`src/rtl/alu_result_stage.sv`:
```
// alu_result_stage: registered output stage behind the ALU logic units.
// Captures each ALU result with carry/overflow, derives N/Z, and hands the
// beat to writeback through a valid/ready handshake backed by a 2-entry skid
// buffer. Also keeps a sticky overflow flag and a wrapping retire counter.
//
// Ports:
//   clk, reset            rising-edge clock, synchronous active-high reset
//   in_valid / in_ready   ALU side handshake (in_ready is registered)
//   Result, Cin, Vin      ALU result word, carry-out, signed overflow
//   out_valid / out_ready writeback side handshake
//   out_result, out_flags registered result and its {N,Z,C,V}
//   sticky_v, sticky_clr  sticky overflow flag and its clear
//   retired_cnt           wrapping count of retired results
module alu_result_stage #(
  parameter int unsigned WIDTH = 32,
  parameter int unsigned CNTW  = 16
) (
  input  logic             clk,
  input  logic             reset,
  input  logic             in_valid,
  output logic             in_ready,
  input  logic [WIDTH-1:0] Result,
  input  logic             Cin,
  input  logic             Vin,
  output logic             out_valid,
  input  logic             out_ready,
  output logic [WIDTH-1:0] out_result,
  output logic [3:0]       out_flags,
  output logic             sticky_v,
  input  logic             sticky_clr,
  output logic [CNTW-1:0]  retired_cnt
);

  localparam int unsigned FW = 4;

  // State encodes how many entries are held (output entry first, then skid).
  typedef enum logic [1:0] {
    S_EMPTY = 2'd0,
    S_ONE   = 2'd1,
    S_FULL  = 2'd2
  } state_e;

  state_e            state_q, state_d;
  logic              in_ready_q;
  logic              out_valid_q;
  logic [WIDTH-1:0]  out_result_q;
  logic [FW-1:0]     out_flags_q;
  logic [WIDTH-1:0]  skid_result_q;
  logic [FW-1:0]     skid_flags_q;
  logic              sticky_q, sticky_d;
  logic [CNTW-1:0]   cnt_q;

  logic              in_xfer;
  logic              out_xfer;
  logic [FW-1:0]     new_flags;
  logic              load_out_new;
  logic              load_skid;
  logic              move_skid;

  assign in_xfer   = in_valid & in_ready_q;
  assign out_xfer  = out_valid_q & out_ready;
  // {N,Z,C,V} of the incoming beat, computed once at capture.
  assign new_flags = {Result[WIDTH-1], (Result == '0), Cin, Vin};

  // State register.
  always_ff @(posedge clk) begin
    if (reset) begin
      state_q <= S_EMPTY;
    end else begin
      state_q <= state_d;
    end
  end

  // Next-state logic.
  always_comb begin
    state_d = state_q;
    unique case (state_q)
      S_EMPTY: if (in_xfer) state_d = S_ONE;
      S_ONE: begin
        if (in_xfer && !out_xfer)      state_d = S_FULL;
        else if (!in_xfer && out_xfer) state_d = S_EMPTY;
        else                           state_d = S_ONE;
      end
      S_FULL:  if (out_xfer) state_d = S_ONE;
      default: state_d = S_EMPTY;
    endcase
  end

  // Datapath load controls derived from the current state and transfers.
  always_comb begin
    load_out_new = 1'b0;
    load_skid    = 1'b0;
    move_skid    = 1'b0;
    unique case (state_q)
      S_EMPTY: load_out_new = in_xfer;
      S_ONE: begin
        load_out_new = in_xfer & out_xfer;
        load_skid    = in_xfer & ~out_xfer;
      end
      S_FULL:  move_skid = out_xfer;
      default: ;
    endcase
  end

  // Set wins over clear when a V=1 result retires in the clearing cycle.
  always_comb begin
    sticky_d = sticky_q;
    if (out_xfer && out_flags_q[0]) sticky_d = 1'b1;
    else if (sticky_clr)            sticky_d = 1'b0;
  end

  // Entry registers, registered handshake outputs, sticky flag and counter.
  always_ff @(posedge clk) begin
    if (reset) begin
      in_ready_q    <= 1'b1;
      out_valid_q   <= 1'b0;
      out_result_q  <= '0;
      out_flags_q   <= '0;
      skid_result_q <= '0;
      skid_flags_q  <= '0;
      sticky_q      <= 1'b0;
      cnt_q         <= '0;
    end else begin
      in_ready_q  <= (state_d != S_FULL);
      out_valid_q <= (state_d != S_EMPTY);
      if (load_out_new) begin
        out_result_q <= Result;
        out_flags_q  <= new_flags;
      end else if (move_skid) begin
        out_result_q <= skid_result_q;
        out_flags_q  <= skid_flags_q;
      end
      if (load_skid) begin
        skid_result_q <= Result;
        skid_flags_q  <= new_flags;
      end
      sticky_q <= sticky_d;
      if (out_xfer) cnt_q <= cnt_q + CNTW'(1);
    end
  end

  assign in_ready    = in_ready_q;
  assign out_valid   = out_valid_q;
  assign out_result  = out_result_q;
  assign out_flags   = out_flags_q;
  assign sticky_v    = sticky_q;
  assign retired_cnt = cnt_q;

endmodule
```
`config.mk`:
```
export PLATFORM = sky130hd
export DESIGN_NAME = alu_result_stage
export DESIGN_NICKNAME = d
export VERILOG_FILES = /design/src/rtl/alu_result_stage.sv
export SDC_FILE = /design/constraint.sdc
export NUM_CORES = 1
export LEC_CHECK = 0
export BUFFER_PORTS_ARGS = -buffer_cell sky130_fd_sc_hd__clkbuf_2
export CORE_ASPECT_RATIO = 0.6
export CORE_MARGIN = 2
export CORE_UTILIZATION = 57
export CTS_CLUSTER_SIZE = 25
export DETAILED_ROUTE_END_ITERATION = 12
export PLACE_DENSITY_LB_ADDON = 0.08
export SYNTH_ARGS = -nofsm -noshare
export SYNTH_HDL_FRONTEND = slang
export SYNTH_SLANG_ARGS = --single-unit
export TNS_END_PERCENT = 1
```
`constraint.sdc`:
```
create_clock -name clk -period 4.55 [get_ports clk]
set_input_delay 0.455 -clock clk [delete_from_list [all_inputs] [get_ports clk]]
set_output_delay 0.455 -clock clk [all_outputs]
set_load 0.1 [all_outputs]
```
==> results.cfg <==
[global_route]
use_met2_pct = 35.7
track_usage_pct = 24.3
grt_util_met1_pct = 33.7
grt_max_degree = 92
busiest_layer = met2
global_route.usage.met3_pct = 8.01
first_global_vias = 2839
grt-ovfl-total = 0
grt_antenna_before_repair = 0
grt_pass1_wl_um = 13800

[timing]
setup_viol = 0
worst_slack_ps = 2670
post-route-period-util_pct = 41.2
tightestPinTransition_ps = 980
clock.fmax_mhz = 533
hold_violations = 0
skew_ps = 6.32
relSlewSlack_pct = 34.7
rsz0062_at_grt = no
drv_slew = 0
layout_min_cycle_time_ps = 1880
final.setup.tns_ps = 0
whs_ps = 360

[synth]
ys_ff_latch = 91
ys_seq_area_share_pct = 47.3
syn_area_sq_um = 3850
syn_nets = 467
yosys.area.top_type = dfxtp_1
yosys_warnings = 0
syn_inst = 427
synthXorXnorAreaFrac_pct = 2.50
synth-simple-area-share_pct = 20.7
synth_fa_ha_area_share_pct = 0.325
synth_compound_area_share_pct = 14.9
synth_edf_count = 0
synthFlopType = dfxtp_1
syn_avg_cell_area_sq_um = 9.02
async_flop_share_pct = 0
synth.mux.area_fraction_pct = 9.13
synthTopCellsByArea = dfxtp_1, mux2i_1, a211oi_1
synth_top_area_share_pct = 47.3
synth.distinct_cells = 39
synth_top_family_by_area = simple AND/OR/NAND/NOR gates

[drt]
drcViolationCount = 0
wire_per_inst_um = 14.7
drt_iter0_markers = 181
wirelength_um = 8770
drt_pass1_iterations = 4
routed_via_density = 5.42
vias = 3232
drtAntennaViolNets = 0

[die]
start_util_pct = 58.2
fp.dieW_um = 110
coreArea_sq_um = 6620
dieHeight_um = 67.7
std_cell_rows = 23
io_pins = 94
fp.dieArea_sq_um = 7450

[clocking]
ctsHtreeMaxLevel = 3
cts_made_buffers = 9
path_clk_slew_ps = 60
post_cts_buffers = 0
cts_root_buffer = clkbuf_16
clock_latency_ps = 340
hold_buffers = 0
post_cts_resized = 0
cts_sinks = 91
cts.path.max_buffers = 2
cts_tree = yes

[min_path]
hold_path_class = input port to flip-flop
hold_depth = 3

[layout]
fillers = 557
layout.nets = 544
multi_input_area_sq_um = 1830
diodes = 0
drive_above_1_share_pct = 26.9
regArea_sq_um = 1820
syn2layout_area_growth_pct = 18.0

[power_and_ir_drop]
max-vdd-ir-drop_v = 0.000317
p_per_area_nw_per_um2 = 466
power_leakage_nw = 2.04

[worst_setup_path]
critPathMaxFanout = 70
ff2ff_path_depth = 5
end_kind = flip-flop
criticalPathCategory = flip-flop to flip-flop
crit_arrival_ps = 2110
cp-start-kind = flip-flop
cp_data_required_time_ps = 4790

[placed_design]
post-dp-hpwl_um = 5660
pre_cts_ws_ps = 2600
gp_congestion = 0.810
io_buffers = 93

[status]
status = complete, no violations

[run]
maxCapViolCount = 0
## cells in the mapped netlist (all sizes together), types with 2 or more instances
cell    instances
nand2          77
dfxtp          91
xor2           11
a21oi          44
nand4           7
nor3            2
nor2           51
nor4            8
inv             5
or3             4
a211oi         34
nand3           9
clkbuf         10
buf            20
and4            3
o21ai           5
mux2i          34
## power breakdown
part / leakage, nW / total, mW / internal (mW) / switching, mW
combinational: 1.16 / 0.534 / 0.0972 / 0.437
sequential: 0.744 / 0.892 / 0.854 / 0.0377
clock: 0.137 / 0.690 / 0.399 / 0.291
## cells in the final DEF, fill, tap and decap left out, drive strengths merged, types with 2 or more instances in the layout
cell,n
a211oi,34
mux2i,34
and4,3
clkbuf,106
or3,4
nor4,8
a21oi,44
o21ai,5
clkinv,2
inv,5
dfxtp,91
buf,4
nor2,51
nand2,77
xor2,11
nor3,2
nand3,9
nand4,7
## state kept, by name, summed over array words and instances (netlist names)
name           flops
out_flags          3
retired_cnt       16
in_ready           1
state_q            2
skid_flags_q       3
skid_result_q     32
sticky_v           1
out_valid          1
out_result        32
## layout make-up
type | count | area share [%]
clock buffers | 14 | 5.81
multi-input cells | 301 | 40.3
well taps | 87 | 2.40
clock inverters | 2 | 0.220
repair buffers | 96 | 10.8
flip-flops and latches | 91 | 40.1
inverters | 5 | 0.413
## stage by stage
stage / instance area [sq um] / std cells / utilization (%) / power (mW)
6_report: 4540 / 596 / 68.6 / 2.12
5_1_grt: 4540 / 596 / 68.6 / 2.20
4_1_cts: 4540 / 596 / 68.6 / 2.13
3_5_place_dp: 4270 / 580 / 64.5 / 1.44
3_3_place_gp: 4270 / 580 / 64.5 / 1.43
2_1_floorplan: 3850 / 427 / - / 1.35
## per-layer routing
metal  wire length (um)  share of wire (%)  vias to the layer above
met5                  0                  0                        -
met4                 84               0.96                        0
met3                551                6.3                        7
met2               3870                 44                       97
met1               4260                 49                     1485
li1                   -                  -                     1643
## path summary, 6_finish.rpt
check,startpoint,endpoint,slack (ps)
worst min register to register,skid_result_q[28],skid_result_q[28],450
worst min-delay path,Vin,skid_flags_q[0],360
worst max register to register,state_q[1],out_result[0],2670
worst max-delay path,state_q[1],out_result[0],2670
## logic make-up after synthesis
logic type      count (synthesis)
compound gates                 87
fa+ha+maj                       1
simple gates                  167
buf+inv                        35
xor+xnor                       11
mux                            35
flops                          91
## worst max-delay path, stage by stage, from the launching register on
cell and delay, ps:
dfxtp_1 480, and3b_2 290, nand2_2 70, buf_4 530
nor2_1 90, a211oi_1 260
Power figures use the tool's default switching activity.
